### src/rtl/home_auth_pkg.sv
// rtl/home_auth_pkg.sv - shared types and constants for the door authentication scheduler
package home_auth_pkg;

    localparam int PW_W = 17;
    localparam logic [PW_W-1:0] MASTER_KEY = 17'd45675;
    localparam logic [PW_W-1:0] DEFAULT_PW = 17'd45675;

    typedef enum logic [1:0] {
        IDLE  = 2'd0,
        CHECK = 2'd1,
        RESP  = 2'd2
    } state_e;

    typedef enum logic [1:0] {
        ST_NONE    = 2'b00,
        ST_GRANTED = 2'b01,
        ST_DENIED  = 2'b10,
        ST_LOCKED  = 2'b11
    } status_e;

endpackage

### src/rtl/door_auth_scheduler_rr_arbiter.sv
// rtl/door_auth_scheduler_rr_arbiter.sv - round-robin winner pick starting after the last winner
module rr_arbiter #(
    parameter int N  = 9,
    parameter int IW = (N > 1) ? $clog2(N) : 1
) (
    input  logic [N-1:0]  req_i,
    input  logic [IW-1:0] last_i,
    output logic [IW-1:0] grant_idx_o,
    output logic          grant_valid_o
);

    int cand;

    // Scan from farthest to nearest so the closest requester after last_i wins.
    always_comb begin
        grant_idx_o   = '0;
        grant_valid_o = 1'b0;
        cand          = 0;
        for (int k = N; k >= 1; k--) begin
            cand = (int'(last_i) + k) % N;
            if (req_i[cand]) begin
                grant_idx_o   = IW'(cand);
                grant_valid_o = 1'b1;
            end
        end
    end

endmodule

### src/rtl/door_auth_scheduler.sv
// rtl/door_auth_scheduler.sv - shared password checker for all doors; DOOR_LOCKOUT_TIMER_EN adds auto-unlock timers
module door_auth_scheduler #(
    parameter int NUM_DOORS      = 9,
    parameter int PW_W           = 17,
    parameter int MAX_FAIL       = 3,
    parameter int LOCKOUT_CYCLES = 1024
) (
    input  logic                            clk,
    input  logic                            reset_signal,
    input  logic [NUM_DOORS-1:0]            req_valid,
    input  logic [NUM_DOORS-1:0]            req_change,
    input  logic [NUM_DOORS-1:0][PW_W-1:0]  in_password,
    input  logic [NUM_DOORS-1:0][PW_W-1:0]  new_password,
    output logic [NUM_DOORS-1:0]            ack,
    output logic [1:0]                      status,
    output logic [NUM_DOORS-1:0]            unlock_pulse,
    output logic [NUM_DOORS-1:0]            intruder_alarm,
    output logic [NUM_DOORS-1:0]            locked_out,
    output logic                            busy
);
    import home_auth_pkg::*;

    localparam int IW = (NUM_DOORS > 1) ? $clog2(NUM_DOORS) : 1;
    localparam int FW = $clog2(MAX_FAIL + 1);
    localparam logic [PW_W-1:0] MK  = PW_W'(MASTER_KEY);
    localparam logic [PW_W-1:0] DPW = PW_W'(DEFAULT_PW);

    state_e              state_q, state_d;
    logic [IW-1:0]       last_q;
    logic [IW-1:0]       win_q;
    logic [PW_W-1:0]     pw_q;
    logic [PW_W-1:0]     npw_q;
    logic                chg_q;
    status_e             status_q;
    logic                unlock_q;

    logic [PW_W-1:0]     table_q [NUM_DOORS];
    logic [PW_W-1:0]     table_d [NUM_DOORS];
    logic [FW-1:0]       fail_q  [NUM_DOORS];
    logic [FW-1:0]       fail_d  [NUM_DOORS];
    logic [NUM_DOORS-1:0] locked_q, locked_d;
    logic [NUM_DOORS-1:0] alarm_q,  alarm_d;

`ifdef DOOR_LOCKOUT_TIMER_EN
    localparam int TW = (LOCKOUT_CYCLES > 1) ? $clog2(LOCKOUT_CYCLES) : 1;
    logic [TW-1:0]       timer_q [NUM_DOORS];
    logic [TW-1:0]       timer_d [NUM_DOORS];
`endif

    logic [IW-1:0]       grant_idx;
    logic                grant_valid;
    logic                is_master;
    logic                is_match;
    status_e             res_status;
    logic                res_unlock;

    rr_arbiter #(
        .N  (NUM_DOORS),
        .IW (IW)
    ) u_arb (
        .req_i         (req_valid),
        .last_i        (last_q),
        .grant_idx_o   (grant_idx),
        .grant_valid_o (grant_valid)
    );

    always_ff @(posedge clk or posedge reset_signal) begin
        if (reset_signal) state_q <= IDLE;
        else              state_q <= state_d;
    end

    always_comb begin
        state_d = state_q;
        case (state_q)
            IDLE:    if (grant_valid) state_d = CHECK;
            CHECK:   state_d = RESP;
            RESP:    state_d = IDLE;
            default: state_d = IDLE;
        endcase
    end

    always_comb begin
        busy         = (state_q != IDLE);
        ack          = '0;
        unlock_pulse = '0;
        status       = ST_NONE;
        if (state_q == RESP) begin
            ack[win_q]          = 1'b1;
            unlock_pulse[win_q] = unlock_q;
            status              = status_q;
        end
        locked_out     = locked_q;
        intruder_alarm = alarm_q;
    end

    assign is_master = (pw_q == MK);
    assign is_match  = is_master || (pw_q == table_q[win_q]);

    always_comb begin
        table_d    = table_q;
        fail_d     = fail_q;
        locked_d   = locked_q;
        alarm_d    = alarm_q;
        res_status = ST_NONE;
        res_unlock = 1'b0;
`ifdef DOOR_LOCKOUT_TIMER_EN
        timer_d = timer_q;
        for (int d = 0; d < NUM_DOORS; d++) begin
            if (locked_q[d]) begin
                if (timer_q[d] == '0) begin
                    locked_d[d] = 1'b0;
                    fail_d[d]   = '0;
                end else begin
                    timer_d[d] = timer_q[d] - 1'b1;
                end
            end
        end
`endif
        // The transaction in CHECK takes precedence over a same-cycle timer expiry.
        if (state_q == CHECK) begin
            if (locked_q[win_q] && !is_master) begin
                res_status = ST_LOCKED;
            end else if (is_match) begin
                res_status      = ST_GRANTED;
                fail_d[win_q]   = '0;
                locked_d[win_q] = 1'b0;
                if (is_master) alarm_d[win_q] = 1'b0;
                if (chg_q) table_d[win_q] = npw_q;
                else       res_unlock     = 1'b1;
            end else begin
                res_status = ST_DENIED;
                if (fail_q[win_q] != FW'(MAX_FAIL))
                    fail_d[win_q] = fail_q[win_q] + 1'b1;
                if (fail_q[win_q] >= FW'(MAX_FAIL - 1)) begin
                    locked_d[win_q] = 1'b1;
                    alarm_d[win_q]  = 1'b1;
`ifdef DOOR_LOCKOUT_TIMER_EN
                    timer_d[win_q]  = TW'(LOCKOUT_CYCLES - 1);
`endif
                end
            end
        end
    end

    always_ff @(posedge clk or posedge reset_signal) begin
        if (reset_signal) begin
            last_q   <= IW'(NUM_DOORS - 1);
            win_q    <= '0;
            pw_q     <= '0;
            npw_q    <= '0;
            chg_q    <= 1'b0;
            status_q <= ST_NONE;
            unlock_q <= 1'b0;
            locked_q <= '0;
            alarm_q  <= '0;
            for (int d = 0; d < NUM_DOORS; d++) begin
                table_q[d] <= DPW;
                fail_q[d]  <= '0;
`ifdef DOOR_LOCKOUT_TIMER_EN
                timer_q[d] <= '0;
`endif
            end
        end else begin
            if (state_q == IDLE && grant_valid) begin
                win_q  <= grant_idx;
                last_q <= grant_idx;
                pw_q   <= in_password[grant_idx];
                npw_q  <= new_password[grant_idx];
                chg_q  <= req_change[grant_idx];
            end
            if (state_q == CHECK) begin
                status_q <= res_status;
                unlock_q <= res_unlock;
            end
            table_q  <= table_d;
            fail_q   <= fail_d;
            locked_q <= locked_d;
            alarm_q  <= alarm_d;
`ifdef DOOR_LOCKOUT_TIMER_EN
            timer_q  <= timer_d;
`endif
        end
    end

endmodule

### config.mk
export PLATFORM = sky130hd
export DESIGN_NAME = door_auth_scheduler
export DESIGN_NICKNAME = d
export VERILOG_FILES = /design/src/rtl/home_auth_pkg.sv /design/src/rtl/door_auth_scheduler_rr_arbiter.sv /design/src/rtl/door_auth_scheduler.sv
export SDC_FILE = /design/constraint.sdc
export NUM_CORES = 1
export LEC_CHECK = 0
export CAP_MARGIN = 20
export CORE_UTILIZATION = 65
export CTS_CLUSTER_SIZE = 24
export DETAILED_ROUTE_END_ITERATION = 12
export DONT_BUFFER_PORTS = 1
export GPL_TIMING_DRIVEN = 0
export PLACE_DENSITY_LB_ADDON = 0.05
export SLEW_MARGIN = 20
export SYNTH_ARGS = -nofsm -noshare
export SYNTH_HDL_FRONTEND = slang
export SYNTH_SLANG_ARGS = --single-unit
### constraint.sdc
create_clock -name clk -period 8.4 [get_ports clk]
set_input_delay 1.26 -clock clk [delete_from_list [all_inputs] [get_ports clk]]
set_output_delay 1.26 -clock clk [all_outputs]
set_load 0.05 [all_outputs]
==> impl_metrics.csv <==
group,metric,value,unit
floorplanning,die_h,175,µm
detailed_routing,drt-initial-drc-count,2452,
clocking,clk_path_buf_depth,3,
floorplanning,die_width,175,µm
setup_path,worst_path_arrival,8.69,ns
clocking,clock_sinks,234,
synthesis,synthesis.area_per_instance,9.45,µm²
floorplanning,initial_utilization,66.0,%
synthesis,synth_cell_types,114,
setup_path,startpoint_type,"flop",
clocking,cts_resized,9,
clocking,clkTransAtPathRegs,0.06,ns
clocking,tritoncts.num_buffers,25,
timing,timing.clock.skew,0.0184,ns
synthesis,synth.yosys.seq_area_share,30.6,%
placed_design,gp_congestion,1.10,
clocking,clock_tree.htree_level_count,1,
grt,grt_first_pass_wirelength,112000,µm
placed_design,placement.io_buffers,0,
clocking,tritoncts,"done",
timing,hold_ws,0.476,ns
finish,mostFrequentLayoutCells,"sky130_fd_sc_hd__nand2_1 (179), sky130_fd_sc_hd__mux2_2 (173), sky130_fd_sc_hd__mux2i_1 (173)",
floorplanning,ios,365,
placed_design,post-dp-hpwl,58300,µm
timing,slew-limit-headroom,36.2,%
clocking,post-cts-setup-buffers,0,
detailed_routing,wl,76200,µm
timing,final-max-slew-violation-count,0,
timing,clock.fmax,0.121,GHz
timing,setup_viol,0,
timing,final_hold_viol_count,0,
placed_design,cell_area_after_placement,20100,µm²
timing,rsz0062_at_grt,"no",
floorplanning,core-area,29600,µm²
detailed_routing,drt_pass1_iterations,6,
synthesis,synth-warning-count,0,
grt,grt_max_degree,113,
outcome,outcome,"completed",
clocking,cts.root.buffer_cell,"sky130_fd_sc_hd__clkbuf_16",
synthesis,synth_enable_flop_cells,0,
detailed_routing,vias,18500,
timing,worst-slew-pin-transition,0.947,ns
worst_hold_path,hold_path.class,"in -> async",
detailed_routing,via_per_inst,7.33,
finish,postLayoutCoreUtil,71.2,%
finish,fin_nets,2475,
clocking,clock_insertion_delay_worst_skew,0.55,ns
detailed_routing,routedLengthMet1,27300,µm
job,max-cap-violations,0,
grt,first_global_vias,17700,
detailed_routing,drc_violations_left,0,
timing,finalCriticalPeriod,8.25,ns
synthesis,synth-async-reset-ratio,100,%
timing,finalCritPeriodShare,98.2,%
detailed_routing,number_of_nets_with_antenna_violations_after_routing,0,
detailed_routing,met2RoutedLength,33500,µm
finish,areaGrowthSynthToFinish,7.96,%
grt,gr-usage-all-layers,48.8,%
setup_path,critical_path_required,8.84,ns
synthesis,post_syn_instances,2063,
setup_path,critical_path_peak_fanout,20,
detailed_routing,met3_length,8830,µm
grt,gr-total-overflow,0,
grt,initial_antenna_violation_count,30,
finish,final_common_cell,"sky130_fd_sc_hd__nand2_1",
setup_path,worst-setup-path-type,"reg -> reg",
finish,final_layout_size_suffix_gt1_share,23.1,%
detailed_routing,top_layer,"met5",
finish,n_fill_cell,2121,
setup_path,crit_path_max_incr_delay,0.64,ns
detailed_routing,post_drt_wl_per_cell,30.2,µm
finish,final_design_area_no_fill,21100,µm²
setup_path,highest_delay_cell_along_the_critical_path,"sky130_fd_sc_hd__dfrtp_4",
floorplanning,full_die_area,30700,µm²
floorplanning,core.rowCount,63,
synthesis,post_synth_instance_area,19500,µm²
synthesis,synth_seq_cells,234,
clocking,postCtsHoldBufs,0,
synthesis,mappedNetlistNets,2446,
setup_path,end_kind,"flop",
synthesis,synthFlopType,"sky130_fd_sc_hd__dfrtp_1",
sequential cells by signal, summed over array words and instances, names as in the netlist, named ones only:
register,flops
last_q,4
table_q,153
fail_q,18
win_q,1
status_q,2
state_q,2
chg_q,1
npw_q,17
unlock_q,1
pw_q,17
Yosys cell counts (25+ instances only):
master	count	area, µm²
sky130_fd_sc_hd__a21oi_1	171	856
sky130_fd_sc_hd__inv_1	44	165
sky130_fd_sc_hd__dfrtp_1	152	3800
sky130_fd_sc_hd__a31oi_1	25	156
sky130_fd_sc_hd__ha_1	57	713
sky130_fd_sc_hd__mux4_2	27	608
sky130_fd_sc_hd__clkbuf_1	44	165
sky130_fd_sc_hd__nor2_1	150	563
sky130_fd_sc_hd__a22oi_1	29	218
sky130_fd_sc_hd__xnor2_1	36	315
sky130_fd_sc_hd__mux2_2	173	1950
sky130_fd_sc_hd__dfstp_2	82	2150
sky130_fd_sc_hd__a211oi_1	25	188
sky130_fd_sc_hd__a21o_1	41	308
sky130_fd_sc_hd__nand2_1	179	672
sky130_fd_sc_hd__nand3_1	28	140
sky130_fd_sc_hd__mux2i_1	175	1750
sky130_fd_sc_hd__and2_1	26	163
sky130_fd_sc_hd__buf_2	48	240
sky130_fd_sc_hd__o21ai_0	57	285
metrics by stage:
step	setup WS (ns)	TNS, ns	std cells
floorplan	0.858	0	2063
global placement	-1.22	-211.45	2453
detailed placement	-0.834	-27.68	2455
CTS	0.00154	0	2501
global route	0.0141	0	2519
finish	0.150	0	2524
path summary, 6_finish.rpt:
| check | startpoint | end | slack [ns] | cells after the start |
|---|---|---|---|---|
| max reg2reg | last_q[0] | npw_q[11] | 0.15 | 29 |
| min | reset_signal | fail_q[13] | 0.48 | 1 |
| min in group clk | table_q[48] | table_q[48] | 0.50 | 1 |
| min reg2reg | table_q[48] | table_q[48] | 0.50 | 1 |
| max in group asynchronous | reset_signal | last_q[0] | 6.59 | 3 |
| max | last_q[0] | npw_q[11] | 0.15 | 29 |
kinds of logic (layout without fill, tap and decap cells):
group,count (synthesis),count (layout),synth area share (%)
DFF,234,234,30.6
buffers and inverters,199,247,5.16
and+or+nand+nor,546,546,13.8
xor gates and xnor gates,47,47,2.38
adders and majority gates,57,57,3.66
AOI/OAI and AO/OA,581,581,21.0
other,0,23,0
muxes,399,399,23.5
worst max-delay path: cells and delay by family, from the launching register on:
family | cells | cell delay, ns
buffers and inverters | 9 | 2.55
and+or+nand+nor | 4 | 0.70
AOI/OAI and AO/OA | 11 | 2.39
adders and majority gates | 3 | 1.03
muxes | 1 | 0.52
xor gates and xnor gates | 1 | 0.25
DFF | 1 | 0.64
cell type report:
type | count | area, µm² | share of cell area, %
clock buffer | 36 | 749 | 3.56
buffer | 147 | 818 | 3.89
clock inverter | 10 | 121 | 0.576
antenna | 23 | 57.6 | 0.273
timing repair buffer | 2 | 55.1 | 0.261
tap | 390 | 488 | 2.32
sequential | 234 | 5960 | 28.3
inverter | 52 | 206 | 0.981
multi-input combinational | 1630 | 12600 | 59.8
per-layer routing:
metal	vias up	GRT usage, %
li1	7783	-
met1	8957	59.7
met2	1404	74.6
met3	350	13.5
met4	18	34.1
met5	-	0
Power is not shown: default switching activity piles up to over one toggle a cycle in this logic, so the estimate is an artifact.
